<file path="src/rtl/fetch_unit.sv">
// Instruction-fetch stage: owns the PC, reads instruction_memory combinationally
// and presents the captured word to decode through a valid/ready IF/ID register.
module fetch_unit #(
  parameter logic [31:0] RESET_PC   = 32'h0000_0000,
  parameter int unsigned IMEM_WORDS = 1024
) (
  input  logic        clk,
  input  logic        rst,
  output logic [31:0] imem_addr,
  output logic        imem_rst_n,
  input  logic [31:0] imem_rdata,
  input  logic        redirect_valid,
  input  logic [31:0] redirect_pc,
  output logic        out_valid,
  input  logic        out_ready,
  output logic [31:0] out_instr,
  output logic [31:0] out_pc,
  output logic [31:0] out_pc_plus4,
  output logic        fault,
  output logic [1:0]  fault_cause,
  output logic [31:0] fault_pc,
  output logic [31:0] fetch_count
);

  typedef enum logic {RUN, FAULT} state_t;

  state_t      state_q, state_d;
  logic [31:0] pc_q, pc_d;
  logic        out_valid_q, out_valid_d;
  logic [31:0] out_instr_q, out_instr_d;
  logic [31:0] out_pc_q, out_pc_d;
  logic [31:0] out_pc_plus4_q, out_pc_plus4_d;
  logic [1:0]  fault_cause_q, fault_cause_d;
  logic [31:0] fault_pc_q, fault_pc_d;
  logic [31:0] fetch_count_q, fetch_count_d;

  logic handshake;
  logic in_range;
  logic advance;

  assign handshake = out_valid_q & out_ready;
  assign in_range  = {2'b00, pc_q[31:2]} < IMEM_WORDS;
  assign advance   = (state_q == RUN) & (~out_valid_q | out_ready) & in_range;

  always_comb begin
    state_d        = state_q;
    pc_d           = pc_q;
    out_valid_d    = out_valid_q;
    out_instr_d    = out_instr_q;
    out_pc_d       = out_pc_q;
    out_pc_plus4_d = out_pc_plus4_q;
    fault_cause_d  = fault_cause_q;
    fault_pc_d     = fault_pc_q;
    // Decode consumed the word even when a redirect flushes the register this cycle.
    fetch_count_d  = fetch_count_q + {31'b0, handshake};

    case (state_q)
      RUN: begin
        if (redirect_valid && (redirect_pc[1:0] != 2'b00)) begin
          state_d       = FAULT;
          fault_cause_d = 2'b01;
          fault_pc_d    = redirect_pc;
          out_valid_d   = 1'b0;
        end else if (redirect_valid) begin
          pc_d        = redirect_pc;
          out_valid_d = 1'b0;
        end else if (!in_range) begin
          state_d       = FAULT;
          fault_cause_d = 2'b10;
          fault_pc_d    = pc_q;
          if (out_ready) out_valid_d = 1'b0;
        end else if (advance) begin
          out_instr_d    = imem_rdata;
          out_pc_d       = pc_q;
          out_pc_plus4_d = pc_q + 32'd4;
          out_valid_d    = 1'b1;
          pc_d           = pc_q + 32'd4;
        end
      end
      FAULT: begin
        if (out_ready) out_valid_d = 1'b0;
      end
      default: state_d = FAULT;
    endcase
  end

  always_ff @(posedge clk or posedge rst) begin
    if (rst) begin
      state_q        <= RUN;
      pc_q           <= RESET_PC;
      out_valid_q    <= 1'b0;
      out_instr_q    <= '0;
      out_pc_q       <= '0;
      out_pc_plus4_q <= '0;
      fault_cause_q  <= '0;
      fault_pc_q     <= '0;
      fetch_count_q  <= '0;
    end else begin
      state_q        <= state_d;
      pc_q           <= pc_d;
      out_valid_q    <= out_valid_d;
      out_instr_q    <= out_instr_d;
      out_pc_q       <= out_pc_d;
      out_pc_plus4_q <= out_pc_plus4_d;
      fault_cause_q  <= fault_cause_d;
      fault_pc_q     <= fault_pc_d;
      fetch_count_q  <= fetch_count_d;
    end
  end

  assign imem_addr    = pc_q;
  assign imem_rst_n   = ~rst;
  assign out_valid    = out_valid_q;
  assign out_instr    = out_instr_q;
  assign out_pc       = out_pc_q;
  assign out_pc_plus4 = out_pc_plus4_q;
  assign fault        = (state_q == FAULT);
  assign fault_cause  = fault_cause_q;
  assign fault_pc     = fault_pc_q;
  assign fetch_count  = fetch_count_q;

endmodule

</file>
<file path="config.mk">
export PLATFORM = sky130hd
export DESIGN_NAME = fetch_unit
export DESIGN_NICKNAME = d
export VERILOG_FILES = /design/src/rtl/fetch_unit.sv
export SDC_FILE = /design/constraint.sdc
export NUM_CORES = 1
export LEC_CHECK = 0
export ABC_AREA = 1
export BUFFER_PORTS_ARGS = -buffer_cell sky130_fd_sc_hd__buf_2
export CAP_MARGIN = 20
export CORE_ASPECT_RATIO = 0.6
export CORE_MARGIN = 1.5
export CORE_UTILIZATION = 52
export CTS_CLUSTER_DIAMETER = 120
export DETAILED_ROUTE_END_ITERATION = 10
export PLACE_DENSITY = 0.76
export SLEW_MARGIN = 40
export SYNTH_ARGS = -nofsm -noshare
export SYNTH_HDL_FRONTEND = slang
export SYNTH_SLANG_ARGS = --single-unit
</file>
<file path="constraint.sdc">
create_clock -name clk -period 6.81 [get_ports clk]
set_clock_uncertainty 0.15 [all_clocks]
set_input_delay 0.3405 -clock clk [delete_from_list [all_inputs] [get_ports clk]]
set_output_delay 0.3405 -clock clk [all_outputs]
set_load 0.01 [all_outputs]
</file>
# Word-level counts from Yosys, hierarchy flattened
# Index checks and enable logic that the tools add are counted.
# Widths: inputs -> output; s select.
# totals
register_bits	196
inputBits	68
word_cells	50
# op_classes
n_addsub	2
order_cmp	1
eq_ne	3
n_mux	19
bitwise_logic	9
n_reduce_logical	7
# op_table
cell	n
$mux 32	6
$add 32x1->32	1
$add 32x3->32 const B	1
$lt 30x11->1 const B	1
$mux 1	9
$mux 2	3
$reduce_bool 2->1	3
$ne 5x4->1 const B	1
$not 1->1	5
$reduce_and 5->1	1
$ne 2x1->1 const B	2
$reduce_and 4->1	1
$and 1x1->1	3
$reduce_and 3->1	1
$pmux 1 s2	1
$logic_and 1x1->1	1
$or 1x1->1	1

# Depth between registers and ports, before layout
# Gate-level depths: netlist (run 1).
# depth
word_depth	9
ltp_mapped	12

# Worst setup path after synthesis (run 1)
# Ideal clock, no wire load.
# synth_timing
kind	input -> output
start	in rst
end	out imem_rst_n
arrival_ns	4.381
t_required_ns	6.319
path_slack_ns	1.938
stages	1
path_buffers	0
path_cell_list	inv_1
# synth_via
elab_chain_len	1
# synth_lines
element	line_no	source
start, declared	8	input logic rst,
$not 1->1	112	assign imem_rst_n = ~rst;
end, declared	10	output logic imem_rst_n,
# Every way passes these cells.

# Worst setup path after layout (run 1)
# layout_timing
start	reg pc_q[13], in the netlist imem_addr[13]
end	reg out_pc_plus4_q[10], in the netlist out_pc_plus4[10]
# layout_via
elab_chain_len	3
# layout_lines
element	line_no	source
start, declared	28	logic [31:0] pc_q, pc_d;
start signal, assigned	100	pc_q <= pc_d;
$lt 30x11->1 (*)	42	assign in_range = {2'b00, pc_q[31:2]} < IMEM_WORDS;
$and 1x1->1	43	assign advance = (state_q == RUN) & (~out_valid_q | out_ready) & in_range;
$reduce_and 5->1 (no source line) (*)	n/a	
end signal, assigned	104	out_pc_plus4_q <= out_pc_plus4_d;
end, declared	32	logic [31:0] out_pc_plus4_q, out_pc_plus4_d;
# Every way passes the cells marked *; elsewhere a longest branch is shown, timed or not.
# A chain may end at the register's enable or synchronous reset.

==> results_dict.tcl, run 1 <==
set metrics [dict create \
    cts_buffer_depth 2 \
    status "completed" \
    syn-cell-area_sq_um 9170 \
    std_cell_rows 37 \
    yosysMostFrequentCell "nand2_1" \
    numPortBuffers 264 \
    yosysTopAreaCell "dfrtp_1" \
    cpPeakStageDelay_ps 490 \
    grt_max_degree 130 \
    fp.coreArea_sq_um 17200 \
    worst-path-buf-inv 4 \
    track_usage_pct 31.7 \
    num_vias 8874 \
    gr-total-overflow 0 \
    crit_path_cell_trace "inv_1, nand2_1, nor2_1, nand2_1, nor2_2, nand3_4, buf_12, inv_2, buf_6, nand2_1, nand2_1" \
    fin_crit_ps 2930 \
    seqCellArea_sq_um 4850 \
    vias_per_cell 5.19 \
    cp.required_ps 7030 \
    design_area_sq_um 11600 \
    synthTopCellsByArea "dfrtp_1 53%, nand2_1 20%, nand3_1 7.1%, nor2_1 5.0%, inv_1 3.8%" \
    r2r_cells 11 \
    dpl_cell_area_sq_um 10600 \
    antenna_left 0 \
    cts_inserted_buffers 17 \
    cpMaxStageDelayCell "dfrtp_1" \
    worstPathArrival_ps 3150 \
    route.detailed.drc 0 \
    syn_inst 1177 \
    dp_hpwl_microns 19400 \
    timing.rr.end "out_pc_plus4[10]" \
    drtPass1Iterations 8 \
    multi_input_area_sq_um 3680 \
    synthTopCellsByCount "480 x nand2_1, 194 x dfrtp_1, 131 x nand3_1" \
    grt_pass1_wl_microns 45700 \
    setup_viol 0 \
    r2r_setup_slack_ps 3880 \
    crit_top_cell "nand2_1" \
    syn_nets 1248 \
    totalPowerFinal_mw 2.31 \
    slew_violations 0 \
    drt-wirelength-per-cell_microns 16.5 \
    ys_warn_count 0 \
    setup_tns_ps 0 \
    p_per_area_nw_per_um2 198 \
    htree_num_levels 4 \
    hold_start "redirect_pc[9]" \
    crit_path_end_kind "register" \
    period_share_pct 43.0 \
    ys_seq_area_share_pct 52.9 \
    post_synth.cell_area_avg_sq_um 7.79 \
    drtIter0Drc 936 \
    cts_num_sinks 194 \
    clk_pin_slew_ps 80 \
    post_cts_buffers 0 \
    pre_cts_ws_ps 3390 \
    finalHoldViolCount 0 \
    worstPathMaxFanout 82 \
    first_global_vias 8524 \
    worstReg2RegStart "imem_addr[13]" \
    drv_cap 0 \
    async_reset_ff_share_pct 100 \
    drive_gt1_share_pct 21.4 \
    worstSkewPairLatency_ps 440 \
    synthToLayoutAreaGrowth_pct 26.8 \
    start_util_pct 53.4 \
    hold_path_class "in2reg" \
    routed_wl_microns 28100 \
    io_pins 265 \
    synthFlopType "dfrtp_1" \
    antenna_found_initial 0 \
    cts-root-buf "clkbuf_16" \
    synth_edf_count 0 \
    start_kind "register" \
    synth_seq_cells 194 \
    tightest_slew_ps 833 \
    ir_drop_mv 0.145 \
    whs_endpoint "fault_pc[9]" \
    relSlewSlack_pct 44.2 \
    die_area_sq_um 18500 \
    leakagePower_nw 6.59 \
    synth_top_area_share_pct 52.9 \
    min_path_cells 3 \
    fillCellCount 1457 \
    max_freq_ghz 0.341 \
    layout.nets 1533 \
    rsz0062_at_grt "no" \
    worstSetupPathType "reg2reg" \
    die_y_microns 106 \
    gp_congestion 0.989 \
    cts_tree "built" \
    synth.distinct_cells 28 \
    timing.final.ws_setup_ps 3880 \
    antenna-diode-count 0 \
    die_w_microns 174 \
    cp_top_family "simple AND/OR/NAND/NOR gates" \
]
## layout make-up
type                       count  share of cell area, %
timing repair buffer         312                   15.6
clock buffer                  17                   3.66
tap                          234                   2.52
inverter                      98                   3.28
clock inverter                15                   1.52
multi-input combinational    839                   31.7
sequential                   194                   41.7
## through the flow
| step | hold slack (ps) | cells | util [%] |
|---|---|---|---|
| floorplan | 300 | 1177 | - |
| global placement | 304 | 1633 | 61.5 |
| detailed placement | 311 | 1634 | 61.6 |
| CTS | 0.564 | 1708 | 67.6 |
| global route | 11.9 | 1709 | 67.7 |
| finish | 7.01 | 1709 | 67.7 |
## cell usage in the layout (no fill, tap or decap), drive strengths merged
| cell | Yosys | layout |
|---|---|---|
| nand2 | 483 | 483 |
| buf | 31 | 270 |
| dfrtp | 194 | 194 |
| nand3 | 132 | 132 |
| nor2 | 125 | 125 |
| inv | 96 | 104 |
| dlygate4sd3 | 0 | 42 |
| xor2 | 26 | 26 |
| o21ai | 23 | 23 |
| clkbuf | 15 | 17 |
| nor3 | 12 | 12 |
| xnor2 | 11 | 11 |
| nand4 | 10 | 10 |
| clkinv | 2 | 9 |
| nand3b | 8 | 8 |
| a21oi | 4 | 4 |
| ha | 3 | 3 |
| o21bai | 1 | 1 |
| and2 | 1 | 1 |
## flip-flops by register name, indices dropped and copies added (netlist names)
name          flops
fault_pc         32
out_pc_plus4     30
fetch_count      32
out_pc           32
imem_addr        32
fault_cause       2
out_valid         1
fault             1
out_instr        32
## worst register-to-register path, cell delays in order, from the launching register on
cell and delay (ps):
dfrtp_1 490, inv_1 110, nand2_1 70, nor2_1 200
nand2_1 100, nor2_2 210, nand3_4 380, buf_12 340
inv_2 80, buf_6 440, nand2_1 220, nand2_1 90
## cell families (layout without fill, tap and decap cells)
kind of cell / count (synthesis) / after routing / share of synthesized area (%)
flip-flops: 194 / 194 / 52.9
XOR/XNOR: 37 / 37 / 3.53
AND/OR/NAND/NOR: 771 / 771 / 34.5
adder cells (fa/ha/maj): 3 / 3 / 0.409
AO/OA/AOI/OAI: 28 / 28 / 1.68
buffers and inverters: 144 / 442 / 6.92
## layer usage
layer / vias up / part of all wire (%) / track usage, %
met5: - / 0 / 0
met4: 0 / 1.5 / 7.94
met3: 44 / 9.1 / 7.58
met2: 412 / 44 / 48.7
met1: 4192 / 45 / 45.3
li1: 4226 / - / -
## power by group
part,leakage [nW],switching (mW),internal (mW)
Combinational,3.84,0.0697,0.0486
Sequential,2.45,0.00692,1.16
Clock,0.295,0.519,0.501
## worst max-delay path by stage
stage / start / end / cells after the start
5_1_grt: imem_addr[15] / out_pc_plus4[9] / 11
4_1_cts: imem_addr[15] / imem_addr[7] / 10
3_5_place_dp: redirect_valid / imem_addr[13] / 7
2_1_floorplan: rst / fault / 1
6_report: imem_addr[13] / out_pc_plus4[10] / 11
3_3_place_gp: redirect_valid / imem_addr[22] / 7
## repair_timing
item,in CTS,in global routing
hold endpoints to repair,168,0
hold buffers,42,0
gates resized for setup,0,0
No activity file was read; power rests on OpenSTA's default activity.
==> run 2: changes to the inputs <==
--- a/config.mk
+++ b/config.mk
@@ -5,15 +5,15 @@
 export SDC_FILE = /design/constraint.sdc
 export NUM_CORES = 1
 export LEC_CHECK = 0
-export ABC_AREA = 1
+export ABC_AREA = 0
 export BUFFER_PORTS_ARGS = -buffer_cell sky130_fd_sc_hd__buf_2
 export CAP_MARGIN = 20
 export CORE_ASPECT_RATIO = 0.6
 export CORE_MARGIN = 1.5
-export CORE_UTILIZATION = 52
+export CORE_UTILIZATION = 50
 export CTS_CLUSTER_DIAMETER = 120
 export DETAILED_ROUTE_END_ITERATION = 10
-export PLACE_DENSITY = 0.76
+export PLACE_DENSITY = 0.75
 export SLEW_MARGIN = 40
 export SYNTH_ARGS = -nofsm -noshare
 export SYNTH_HDL_FRONTEND = slang
==> constraint.sdc (replaced) <==
create_clock -name clk -period 2.8 [get_ports clk]
set_clock_uncertainty 0.15 [all_clocks]
set_input_delay 0.14 -clock clk [delete_from_list [all_inputs] [get_ports clk]]
set_output_delay 0.14 -clock clk [all_outputs]
set_load 0.01 [all_outputs]
==> run 2 against run 1 <==
Via count decreased by 26%. Synthesized area decreased by 14%. Largest cell class unchanged. Highest routed layer unchanged. Combinational power increased to 6.5 times the previous value.
==> results_dict.tcl, run 2 <==
set metrics [dict create \
    start_kind "register" \
    utilization_pct 70.4 \
    first_global_vias 6446 \
    vias_per_cell 5.33 \
    worstPathMaxFanout 14 \
    antenna-diode-count 0 \
    antenna_left 0 \
    htree_num_levels 4 \
    synth_edf_count 0 \
    p_per_area_nw_per_um2 585 \
    grt_max_degree 113 \
    synthFlopType "dfrtp_1" \
    yosysMostFrequentCell "dfrtp_1" \
    crit_path_end_kind "register" \
    cts_num_sinks 194 \
    setup_viol 0 \
    cp.required_ps 2950 \
    tightest_slew_ps 636 \
    gr-total-overflow 0 \
    synth_seq_cells 194 \
    routed_wl_microns 22500 \
    period_share_pct 97.0 \
    dp_hpwl_microns 14800 \
    synthToLayoutAreaGrowth_pct 37.4 \
    synthTopCellsByArea "dfrtp_1 62%, mux2_2 6.9%, nand2_1 3.7%, xnor2_1 3.6%, nor2b_1 3.1%" \
    num_vias 6548 \
    track_usage_pct 27.4 \
    final_common_cell "buf_2" \
    grt_pass1_wl_microns 34700 \
    cts_buffer_depth 2 \
    leakagePower_nw 5.66 \
    gp_congestion 0.860 \
    post_synth.cell_area_avg_sq_um 11.5 \
    die_y_microns 100 \
    slew_violations 0 \
    status "completed" \
    hold_path_class "in2async" \
    die_area_sq_um 16500 \
    ys_seq_area_share_pct 61.6 \
    ir_drop_mv 0.359 \
    synthTopCellsByCount "194 x dfrtp_1, 77 x nand2_1, 48 x mux2_2, 48 x o21ai_0, 43 x nor2_1" \
    cts-root-buf "clkbuf_16" \
    worstSkewPairLatency_ps 420 \
    dpl_cell_area_sq_um 9500 \
    worstPathArrival_ps 2860 \
    die_w_microns 165 \
    numPortBuffers 264 \
    max_freq_ghz 0.368 \
    synth.distinct_cells 43 \
    antenna_found_initial 0 \
    fin_crit_ps 2720 \
    drtIter0Drc 405 \
    async_reset_ff_share_pct 100 \
    clk_pin_slew_ps 80 \
    drtPass1Iterations 5 \
    drt-wirelength-per-cell_microns 18.3 \
    route.detailed.drc 0 \
    design_area_sq_um 10800 \
    syn_inst 683 \
    layout.nets 1084 \
    relSlewSlack_pct 57.4 \
    syn_nets 754 \
    drive_gt1_share_pct 36.5 \
    cts_tree "built" \
    layout_common_cells "264 x buf_2, 194 x dfrtp_1, 77 x nand2_1" \
    yosysTopAreaCell "dfrtp_1" \
    cts_inserted_buffers 17 \
    totalPowerFinal_mw 6.33 \
    synth_top_area_share_pct 61.6 \
    ys_warn_count 0 \
    fp.coreArea_sq_um 15400 \
    start_util_pct 51.2 \
    worstSetupPathType "reg2reg" \
    std_cell_rows 35 \
    finalHoldViolCount 0 \
    drv_cap 0 \
    io_pins 265 \
    syn-cell-area_sq_um 7880 \
]
-- run 2: layer usage --
| layer | GRT usage (%) | part of all wire, % |
|---|---|---|
| met5 | 0 | 0 |
| met4 | 7.97 | 2.0 |
| met3 | 7.93 | 9.0 |
| met2 | 41.5 | 46 |
| met1 | 38.4 | 43 |
-- run 2: area by class of cell --
class	instances	area [sq um]
sequential	194	4850
fill	1097	4550
multi-input combinational	438	2840
timing repair buffer	354	2250
clock buffer	18	429
tap	203	254
clock inverter	14	163
inverter	8	33.8
-- run 2: worst max-delay path, cell delays in order, from the launching register on --
cell and delay, ps:
dfrtp_1 400, or4_1 570, or4_4 580, nor3_4 170, buf_12 150, clkbuf_16 180
mux2_2 380
-- run 2: power by group --
part	switching (mW)	leakage [nW]	internal, mW
registers	0.141	2.58	2.98
logic	0.417	2.79	0.352
clock network	1.16	0.292	1.28
total	1.72	5.66	4.61
-- run 2: logic make-up after synthesis --
logic type               Yosys count  share of synthesized area (%)
flip-flops                       194                           61.6
AND/OR/NAND/NOR                  223                           13.8
multiplexers                      50                           7.12
XOR/XNOR                          39                           4.34
buffers and inverters             51                           2.81
adder cells (fa/ha/maj)            3                          0.477
AO/OA/AOI/OAI                    123                           9.79
-- run 2: metrics by stage --
step	TNS, ps	hold WS (ps)	setup WS [ps]	std cells
2_1_floorplan	-6390	126	-32.9	683
3_3_place_gp	0	55.8	80.4	1127
3_5_place_dp	0	44.0	7.55	1127
4_1_cts	0	164	25.3	1226
5_1_grt	-7.61	193	-7.61	1229
6_report	0	178	85.0	1229
-- run 2: worst paths after layout --
kind	start	to	slack [ps]	cells past startpoint
min in group clk	fetch_count[31]	fetch_count[31]	320	1
max in group asynchronous	rst	out_pc[30]	1440	4
worst max register to register	imem_addr[20]	out_instr[18]	80	6
worst max-delay path	imem_addr[20]	out_instr[18]	80	6
worst min-delay path	rst	fetch_count[6]	180	3
worst min register to register	fetch_count[31]	fetch_count[31]	320	1
-- run 2: timing repair --
action	4_1_cts	5_1_grt
pin swaps	0	1
endpoints found under the setup margin	7	55
hold buffers	67	0
resized for setup	1	4
cloned	0	2
endpoints found under the hold margin	112	0
buffers inserted	0	1
